`config.mk`:
```
export PLATFORM = sky130hd
export DESIGN_NAME = vga_band_pattern_flat
export DESIGN_NICKNAME = d
export VERILOG_FILES = /design/src/rtl/vga_band_pattern_if.sv /design/src/rtl/vga_band_pattern.sv /design/src/flat_wrapper.sv
export SDC_FILE = /design/constraint.sdc
export NUM_CORES = 1
export LEC_CHECK = 0
export ABC_AREA = 1
export CELL_PAD_IN_SITES_DETAIL_PLACEMENT = 2
export CELL_PAD_IN_SITES_GLOBAL_PLACEMENT = 2
export CORE_ASPECT_RATIO = 1.1
export CORE_MARGIN = 5
export CORE_UTILIZATION = 28
export DETAILED_ROUTE_END_ITERATION = 10
export GPL_TIMING_DRIVEN = 1
export MAX_ROUTING_LAYER = met4
export PLACE_DENSITY = 0.88
export SLEW_MARGIN = 40
export SYNTH_ARGS = -nofsm -noshare
export SYNTH_HDL_FRONTEND = slang
export SYNTH_SLANG_ARGS = --single-unit
```
`constraint.sdc`:
```
create_clock -name clk_pixel -period 1.9 [get_ports clk_pixel]
set_input_delay 0.57 -clock clk_pixel [delete_from_list [all_inputs] [get_ports clk_pixel]]
set_output_delay 0.57 -clock clk_pixel [all_outputs]
set_load 0.1 [all_outputs]
```
`src/rtl/vga_band_pattern_if.sv`:
```
// Pixel-source bus between the vga timing stage (master) and the band pattern generator (slave).
// Carries the clock enable, fetch/vsync strobes and the registered colour/position outputs.
interface vga_band_pattern_if #(
  parameter int C_BITS_X = 11,
  parameter int C_BITS_Y = 11
);
  logic                clk_pixel_ena;
  logic                fetch_next;
  logic                vga_vsync;
  logic [7:0]          out_red;
  logic [7:0]          out_green;
  logic [7:0]          out_blue;
  logic [1:0]          out_band;
  logic [C_BITS_X-1:0] out_x;
  logic [C_BITS_Y-1:0] out_y;
  logic                out_frame_done;

  modport master (
    output clk_pixel_ena, fetch_next, vga_vsync,
    input  out_red, out_green, out_blue, out_band, out_x, out_y, out_frame_done
  );

  modport slave (
    input  clk_pixel_ena, fetch_next, vga_vsync,
    output out_red, out_green, out_blue, out_band, out_x, out_y, out_frame_done
  );
endinterface

```
`src/rtl/vga_band_pattern.sv`:
```
// Horizontal colour-band pixel source: colour valid 1 clk_pixel after fetch_next, all state frozen when clk_pixel_ena=0.
// Optional macro BAND_SCROLL_EN rotates the starting band by one palette entry at every frame end.
module vga_band_pattern #(
  parameter int C_RES_X      = 1280,
  parameter int C_RES_Y      = 768,
  parameter int C_BAND_LINES = 384,
  parameter int C_NUM_COLORS = 2,
  parameter int C_BITS_X     = 11,
  parameter int C_BITS_Y     = 11
) (
  input  logic                clk_pixel,
  input  logic                rst_n,
  vga_band_pattern_if.slave   bus
);

  localparam int LW = (C_BAND_LINES > 1) ? $clog2(C_BAND_LINES) : 1;
  localparam logic [C_BITS_X-1:0] X_LAST = C_BITS_X'(C_RES_X - 1);
  localparam logic [C_BITS_Y-1:0] Y_LAST = C_BITS_Y'(C_RES_Y - 1);
  localparam logic [LW-1:0]       L_LAST = LW'(C_BAND_LINES - 1);

  logic [C_BITS_X-1:0] x_q, x_d;
  logic [C_BITS_Y-1:0] y_q, y_d;
  logic [LW-1:0]       line_q, line_d;
  logic [1:0]          band_q, band_d;
  logic [1:0]          start_band_q, start_band_d;
  logic [23:0]         rgb_q, rgb_d;
  logic                frame_done_q, frame_done_d;
  logic                vsync_prev_q, vsync_prev_d;

  logic                vsync_rise;
  logic                end_of_line;
  logic                last_pixel;
  logic [1:0]          start_next;

  function automatic logic [1:0] band_inc(input logic [1:0] b);
    logic [2:0] s;
    s = {1'b0, b} + 3'd1;
    if (s >= 3'(C_NUM_COLORS)) begin
      return 2'd0;
    end
    return s[1:0];
  endfunction

  function automatic logic [23:0] palette(input logic [1:0] b);
    logic [23:0] c;
    case (b)
      2'd0:    c = 24'hFF0000;
      2'd1:    c = 24'h0000FF;
      2'd2:    c = 24'h00FF00;
      default: c = 24'hFFFFFF;
    endcase
    return c;
  endfunction

  assign vsync_rise  = bus.vga_vsync & ~vsync_prev_q;
  assign end_of_line = (x_q == X_LAST);
  assign last_pixel  = end_of_line && (y_q == Y_LAST);

`ifdef BAND_SCROLL_EN
  assign start_next = band_inc(start_band_q);
`else
  assign start_next = start_band_q;
`endif

  always_comb begin
    x_d          = x_q;
    y_d          = y_q;
    line_d       = line_q;
    band_d       = band_q;
    start_band_d = start_band_q;
    rgb_d        = rgb_q;
    frame_done_d = frame_done_q;
    vsync_prev_d = vsync_prev_q;

    if (bus.clk_pixel_ena) begin
      vsync_prev_d = bus.vga_vsync;
      frame_done_d = 1'b0;
      // A vsync edge wins over a same-cycle fetch: that pixel is dropped and rgb holds.
      if (vsync_rise) begin
        x_d    = '0;
        y_d    = '0;
        line_d = '0;
        band_d = start_band_q;
      end else if (bus.fetch_next) begin
        rgb_d = palette(band_q);
        if (!end_of_line) begin
          x_d = x_q + C_BITS_X'(1);
        end else begin
          x_d = '0;
          if (last_pixel) begin
            y_d          = '0;
            line_d       = '0;
            band_d       = start_next;
            start_band_d = start_next;
            frame_done_d = 1'b1;
          end else begin
            y_d = y_q + C_BITS_Y'(1);
            if (line_q == L_LAST) begin
              line_d = '0;
              band_d = band_inc(band_q);
            end else begin
              line_d = line_q + LW'(1);
            end
          end
        end
      end
    end
  end

  always_ff @(posedge clk_pixel or negedge rst_n) begin
    if (!rst_n) begin
      x_q          <= '0;
      y_q          <= '0;
      line_q       <= '0;
      band_q       <= '0;
      start_band_q <= '0;
      rgb_q        <= '0;
      frame_done_q <= 1'b0;
      vsync_prev_q <= 1'b0;
    end else begin
      x_q          <= x_d;
      y_q          <= y_d;
      line_q       <= line_d;
      band_q       <= band_d;
      start_band_q <= start_band_d;
      rgb_q        <= rgb_d;
      frame_done_q <= frame_done_d;
      vsync_prev_q <= vsync_prev_d;
    end
  end

  assign bus.out_red        = rgb_q[23:16];
  assign bus.out_green      = rgb_q[15:8];
  assign bus.out_blue       = rgb_q[7:0];
  assign bus.out_band       = band_q;
  assign bus.out_x          = x_q;
  assign bus.out_y          = y_q;
  assign bus.out_frame_done = frame_done_q;

endmodule

```
`src/flat_wrapper.sv`:
```
// flat-port wrapper written by rule: the top's interface ports become plain ports
module vga_band_pattern_flat 
#(
  parameter int C_RES_X      = 1280,
  parameter int C_RES_Y      = 768,
  parameter int C_BAND_LINES = 384,
  parameter int C_NUM_COLORS = 2,
  parameter int C_BITS_X     = 11,
  parameter int C_BITS_Y     = 11
)
  (clk_pixel, rst_n, bus_clk_pixel_ena, bus_fetch_next, bus_vga_vsync, bus_out_red, bus_out_green, bus_out_blue, bus_out_band, bus_out_x, bus_out_y, bus_out_frame_done);
  vga_band_pattern_if #(.C_BITS_X(C_BITS_X), .C_BITS_Y(C_BITS_Y)) bus_i ();
  input  logic clk_pixel;
  input  logic rst_n;
  input wire logic [$bits(bus_i.clk_pixel_ena)-1:0] bus_clk_pixel_ena;
  input wire logic [$bits(bus_i.fetch_next)-1:0] bus_fetch_next;
  input wire logic [$bits(bus_i.vga_vsync)-1:0] bus_vga_vsync;
  output wire logic [$bits(bus_i.out_red)-1:0] bus_out_red;
  output wire logic [$bits(bus_i.out_green)-1:0] bus_out_green;
  output wire logic [$bits(bus_i.out_blue)-1:0] bus_out_blue;
  output wire logic [$bits(bus_i.out_band)-1:0] bus_out_band;
  output wire logic [$bits(bus_i.out_x)-1:0] bus_out_x;
  output wire logic [$bits(bus_i.out_y)-1:0] bus_out_y;
  output wire logic [$bits(bus_i.out_frame_done)-1:0] bus_out_frame_done;
  assign bus_i.clk_pixel_ena = bus_clk_pixel_ena;
  assign bus_i.fetch_next = bus_fetch_next;
  assign bus_i.vga_vsync = bus_vga_vsync;
  assign bus_out_red = bus_i.out_red;
  assign bus_out_green = bus_i.out_green;
  assign bus_out_blue = bus_i.out_blue;
  assign bus_out_band = bus_i.out_band;
  assign bus_out_x = bus_i.out_x;
  assign bus_out_y = bus_i.out_y;
  assign bus_out_frame_done = bus_i.out_frame_done;
  vga_band_pattern #(.C_RES_X(C_RES_X), .C_RES_Y(C_RES_Y), .C_BAND_LINES(C_BAND_LINES), .C_NUM_COLORS(C_NUM_COLORS), .C_BITS_X(C_BITS_X), .C_BITS_Y(C_BITS_Y)) u_core (.clk_pixel(clk_pixel), .rst_n(rst_n), .bus(bus_i));
endmodule
```
* Word-level counts from Yosys, hierarchy flattened
Index checks and enable logic that the tools add are counted.
** Operators by class
- Equality and inequality tests :: 5
- Mux-type cells :: 31
- Bitwise logic cells :: 3
- $lt $le $gt $ge :: 1
- Reduce and logical (&&, ||, !) cells :: 9
- Add/subtract/negate cells :: 4
** Operator list (number)
- $mux 11 :: 7
- $pmux 24 s3 :: 1
- $mux 9 :: 5
- $add 11x1->11 const B :: 2
- $mux 2 :: 7
- $eq 11x10->1 const B :: 1
- $eq 11x11->1 const B :: 1
- $mux 1 :: 11
- $add 9x1->9 const B :: 1
- $eq 9x9->1 const B :: 1
- $reduce_and 3->1 :: 2
- $reduce_and 4->1 :: 1
- $reduce_bool 2->1 :: 2
- $add 2x1->3 const B :: 1
- $ge 3x2->1 const B :: 1
- $reduce_bool 3->1 :: 1
- $eq 2x1->1 const B :: 1
- $eq 2x2->1 const B :: 1
- $logic_not 2->1 :: 1
- $not 1->1 :: 2
- $reduce_and 2->1 :: 1
- $and 1x1->1 :: 1
- $logic_and 1x1->1 :: 1
** Word-level totals
- Output and inout port bits :: 49
- Register bits after elaboration :: 59
- Logic and storage cells :: 60
- Bits of input ports :: 5

* Logic depth before layout (Yosys ltp)
- Depth after elaboration :: 15
- Depth in mapped cells :: 10
- Mapped depth without buffers :: 10

* Worst setup path after synthesis
No wires, ideal clock.
- Kind :: register to register
- Start point :: reg u_core.y_q[0] (netlist: u_core.bus.out_y[0])
- End point :: reg u_core.y_q[3] (netlist: u_core.bus.out_y[3])
- Setup slack :: -318 ps
- Data required time :: 1775 ps
- Clock period less this slack :: 2218 ps
- Cell stages (with the launch flop) :: 10
- Arrival :: 2093 ps
- Library setup time :: 125 ps
- Path buffers :: 1
- Cells stage by stage :: dfrtp_1 ha_1 nand2_1 nor2_1 nand3_1 nor2_2 buf_6 nor2_1 nand3_1 o21ai_1
** On the way
- Longest elaborated chain between the ends :: 6
- Elaborated cells between the ends (all ways) :: 7
- Classes of those cells :: add/sub: 1; eq/ne: 1; mux: 4; reduce/logical: 1
** Ends and longest elaborated chain
- from (decl) :: line vga_band_pattern.sv:22 : logic [C_BITS_Y-1:0] y_q, y_d;
- from (signal assigned) :: line vga_band_pattern.sv:122 : y_q <= y_d;
- parallel branches: the longest is 2 deep, another holds $add 11x1->11
- $mux 11 (*) :: line vga_band_pattern.sv:90 : if (last_pixel) begin
- $mux 11 (*) :: line vga_band_pattern.sv:86 : if (!end_of_line) begin
- $mux 11 (*) :: line vga_band_pattern.sv:84 : end else if (bus.fetch_next) begin
- $mux 11 (*) :: line vga_band_pattern.sv:79 : if (vsync_rise) begin
Every way passes the cells marked *. The select of a mux whose other input is x is not followed.
A chain may end at the register's enable or synchronous reset.

* Worst setup path after layout
- Start point :: reg u_core.x_q[1] (netlist: u_core.bus.out_x[1])
- End point :: reg u_core.band_q[0] (netlist: u_core.bus.out_band[0])
** On the way
- Longest elaborated chain between the ends :: 6
- Elaborated cells between the ends (all ways) :: 9
- Classes of those cells :: eq/ne: 1; mux: 4; reduce/logical: 4
** Ends and longest elaborated chain
- from (decl) :: line vga_band_pattern.sv:21 : logic [C_BITS_X-1:0] x_q, x_d;
- from (signal assigned) :: line vga_band_pattern.sv:112 : x_q <= '0;
- from (signal assigned) :: line vga_band_pattern.sv:121 : x_q <= x_d;
- $eq 11x11->1 (*) :: line vga_band_pattern.sv:56 : assign end_of_line = (x_q == X_LAST);
- $logic_and 1x1->1 :: line vga_band_pattern.sv:57 : assign last_pixel = end_of_line && (y_q == Y_LAST);
- $mux 2 :: line vga_band_pattern.sv:90
- $mux 2 :: line vga_band_pattern.sv:86
- $mux 2 :: line vga_band_pattern.sv:84
- $mux 2 :: line vga_band_pattern.sv:79
- to (signal assigned) :: line vga_band_pattern.sv:124 : band_q <= band_d;
- to (decl) :: line vga_band_pattern.sv:24 : logic [1:0] band_q, band_d;
Every way passes the cells marked *; elsewhere a longest branch is shown, timed or not. The select of a mux whose other input is x is not followed.

==> results.sh <==
export IMPL_outcome="finished, final reports clean"
export IMPL_skew_ps=12.6
export IMPL_drive_above_1_share_pct=34.0
export IMPL_fp_dieW_um=99.7
export IMPL_fmax_mhz=541
export IMPL_areaGrowthSynthToFinish_pct=56.1
export IMPL_finalCriticalPeriod_ps=1850
export IMPL_ir_drop_uv=807
export IMPL_layout_common_cells="nand2_1, buf_12, nor2_1"
export IMPL_synth_ff_type="dfrtp_1"
export IMPL_io_pins=54
export IMPL_insertion_delay_ps=300
export IMPL_worst_ep_arrival_time_ps=2040
export IMPL_synthArstFlopShare_pct=100
export IMPL_crit_family="simple AND/OR/NAND/NOR gates"
export IMPL_wl_mm=9.79
export IMPL_grt_max_degree=39
export IMPL_clock_root_buffer="clkbuf_8"
export IMPL_cp_common_cell="nand2_1"
export IMPL_pwr_share_comb_pct=57.3
export IMPL_grtUsageTotal_pct=17.9
export IMPL_syn_area_per_cell_um2=7.40
export IMPL_syn_area_mm2=0.00248
export IMPL_clkSinkCount=38
export IMPL_worstPathBufferInverterCount=2
export IMPL_first_iter_violations=71
export IMPL_synthesis_nets=348
export IMPL_place_gp_congestion=0.773
export IMPL_postRouteAntennaNets=0
export IMPL_cts_hold_buf=0
export IMPL_setup_viol=0
export IMPL_slowest_stage="dfrtp_2"
export IMPL_p_total_mw=4.25
export IMPL_overflow=0
export IMPL_synth_seq_cells=38
export IMPL_ys_types=32
export IMPL_start_kind="flop"
export IMPL_dpl_instance_area_mm2=0.00362
export IMPL_postSynthCellCount=335
export IMPL_vias=2518
export IMPL_nets=412
export IMPL_yosys_warnings=0
export IMPL_initial_core_util_pct=28.4
export IMPL_finalHoldViolCount=0
export IMPL_crit_path_end_kind="flop"
export IMPL_diodes=0
export IMPL_leakagePower_nw=1.76
export IMPL_cts_tree="done"
export IMPL_drc=0
export IMPL_clock_power_share_pct=14.4
export IMPL_routed_via_density=4.90
export IMPL_numCtsBuffers=5
export IMPL_power_density_mw_per_mm2=1100
export IMPL_rr_worst_depth=9
export IMPL_power_frac_seq_pct=28.4
export IMPL_core_area_mm2=0.00874
export IMPL_mostFrequentLayoutCell="nand2_1"
export IMPL_crit_required_ps=2100
export IMPL_clk_path_buf_depth=2
export IMPL_synth_edf_count=0
export IMPL_hp_class="in2async"
export IMPL_h_tree_depth=2
export IMPL_p_sw_mw=2.15
export IMPL_tightest_slew_ps=535
export IMPL_grt_pass1_wl_mm=14.8
export IMPL_cap_viol_max_count=0
export IMPL_clk_pin_slew_worst_paths_ps=80
export IMPL_crit_fanout=5
export IMPL_max_stage_delay_ps=380
export IMPL_ys_seq_area_share_pct=38.4
export IMPL_io_buffers=53
export IMPL_antenna_found_initial=0
export IMPL_maxSlewViolCount=0
export IMPL_die_h_um=109
export IMPL_criticalPathCategory="reg2reg"
export IMPL_die_area_mm2=0.0108
export IMPL_wl_per_cell_um=19.1
export IMPL_dr_pass1_iters=4
export IMPL_path_depth=9
export IMPL_fin_area_mm2=0.00387
export IMPL_path_cells="ha_1, inv_1, nor2_4, nand3_4, a21oi_4, buf_12, nand2_1, nand2_1, nand2_1"
export IMPL_slew_headroom_pct=64.3
export IMPL_num_rows=36
export IMPL_swShare_pct=50.6
export IMPL_grt_pass1_vias=2836
export IMPL_fin_crit_sh_pct=97.2
export IMPL_place_hpwl_mm=7.02
export IMPL_intPower_mw=2.10
metal layers:
| metal | global-route usage [%] | vias to the layer above | wire length (um) |
|---|---|---|---|
| li1 | - | 1170 | - |
| met1 | 18.8 | 1276 | 3690 |
| met2 | 35.2 | 55 | 5600 |
| met3 | 2.37 | 17 | 301 |
| met4 | 4.00 | 0 | 205 |
| met5 | - | - | 0 |
repair_timing:
action	4_1_cts	5_1_grt
pin swaps	0	3
setup endpoints to repair	3	25
buffers inserted	0	9
gates cloned	0	2
resized for setup	4	10
final timing paths:
check                               startpoint                         to  slack (ps)
hold reg to reg            u_core.bus.out_x[4]        u_core.bus.out_x[4]         550
max in group asynchronous                rst_n       u_core.bus.out_x[10]        1160
setup / recovery           u_core.bus.out_x[1]     u_core.bus.out_band[0]          50
setup reg to reg           u_core.bus.out_x[1]     u_core.bus.out_band[0]          50
min in group clk_pixel     u_core.bus.out_x[4]        u_core.bus.out_x[4]         550
hold / removal                           rst_n  u_core.bus.out_frame_done         320
per-stage QoR:
stage	hold slack (ps)	instances	TNS, ps	util (%)	setup slack (ps)
2_1_floorplan	274	335	-2.71	-	-2.71
3_3_place_gp	503	495	-3300	41.4	-192
3_5_place_dp	532	495	-7460	41.4	-369
4_1_cts	337	503	-14.1	42.7	-10.9
5_1_grt	368	514	-99.6	44.2	-96.0
6_report	322	514	0	44.2	53.1
area by class of cell:
type	count	area (um2)
repair buffers	85	1310
clock buffers	6	82.6
flip-flops and latches	38	977
multi-input cells	234	1200
clock inverters	2	12.5
fillers	945	4870
inverters	35	134
well taps	114	143
power groups by stage:
stage	clock [mW]	combinational (mW)	sequential, mW
CTS	0.621	2.37	1.22
global placement	0	2.27	1.22
detailed placement	0	2.36	1.24
global route	0.654	2.53	1.24
finish	0.610	2.43	1.21
floorplan	0	0.793	1.88
cells in the mapped netlist, types with 4 or more instances:
master / n / area (um2)
nand4_1: 5 / 31.3
a21oi_1: 7 / 35.0
xor2_1: 6 / 52.6
ha_1: 8 / 100
nor3_1: 5 / 25.0
nor2_1: 39 / 146
o21ai_1: 9 / 45.0
dfrtp_1: 38 / 951
o21ai_0: 8 / 40.0
nand2_1: 89 / 334
inv_1: 32 / 120
buf_4: 21 / 158
buf_2: 4 / 20.0
nand3_1: 36 / 180
kinds of logic after synthesis:
family | Yosys count | synth area share [%]
compound gates | 29 | 6.62
fa+ha+maj | 8 | 4.04
simple gates | 190 | 34.5
buf+inv | 63 | 13.9
flops | 38 | 38.4
xor+xnor | 7 | 2.47
flip-flops by register name, summed over array words and instances, names as in the netlist:
name                       count
u_core.rgb_q                   3
u_core.bus.out_x              11
u_core.vsync_prev_q            1
u_core.bus.out_y              11
u_core.bus.out_frame_done      1
u_core.bus.out_band            2
u_core.line_q                  9
(Power assumes the default switching activity.)
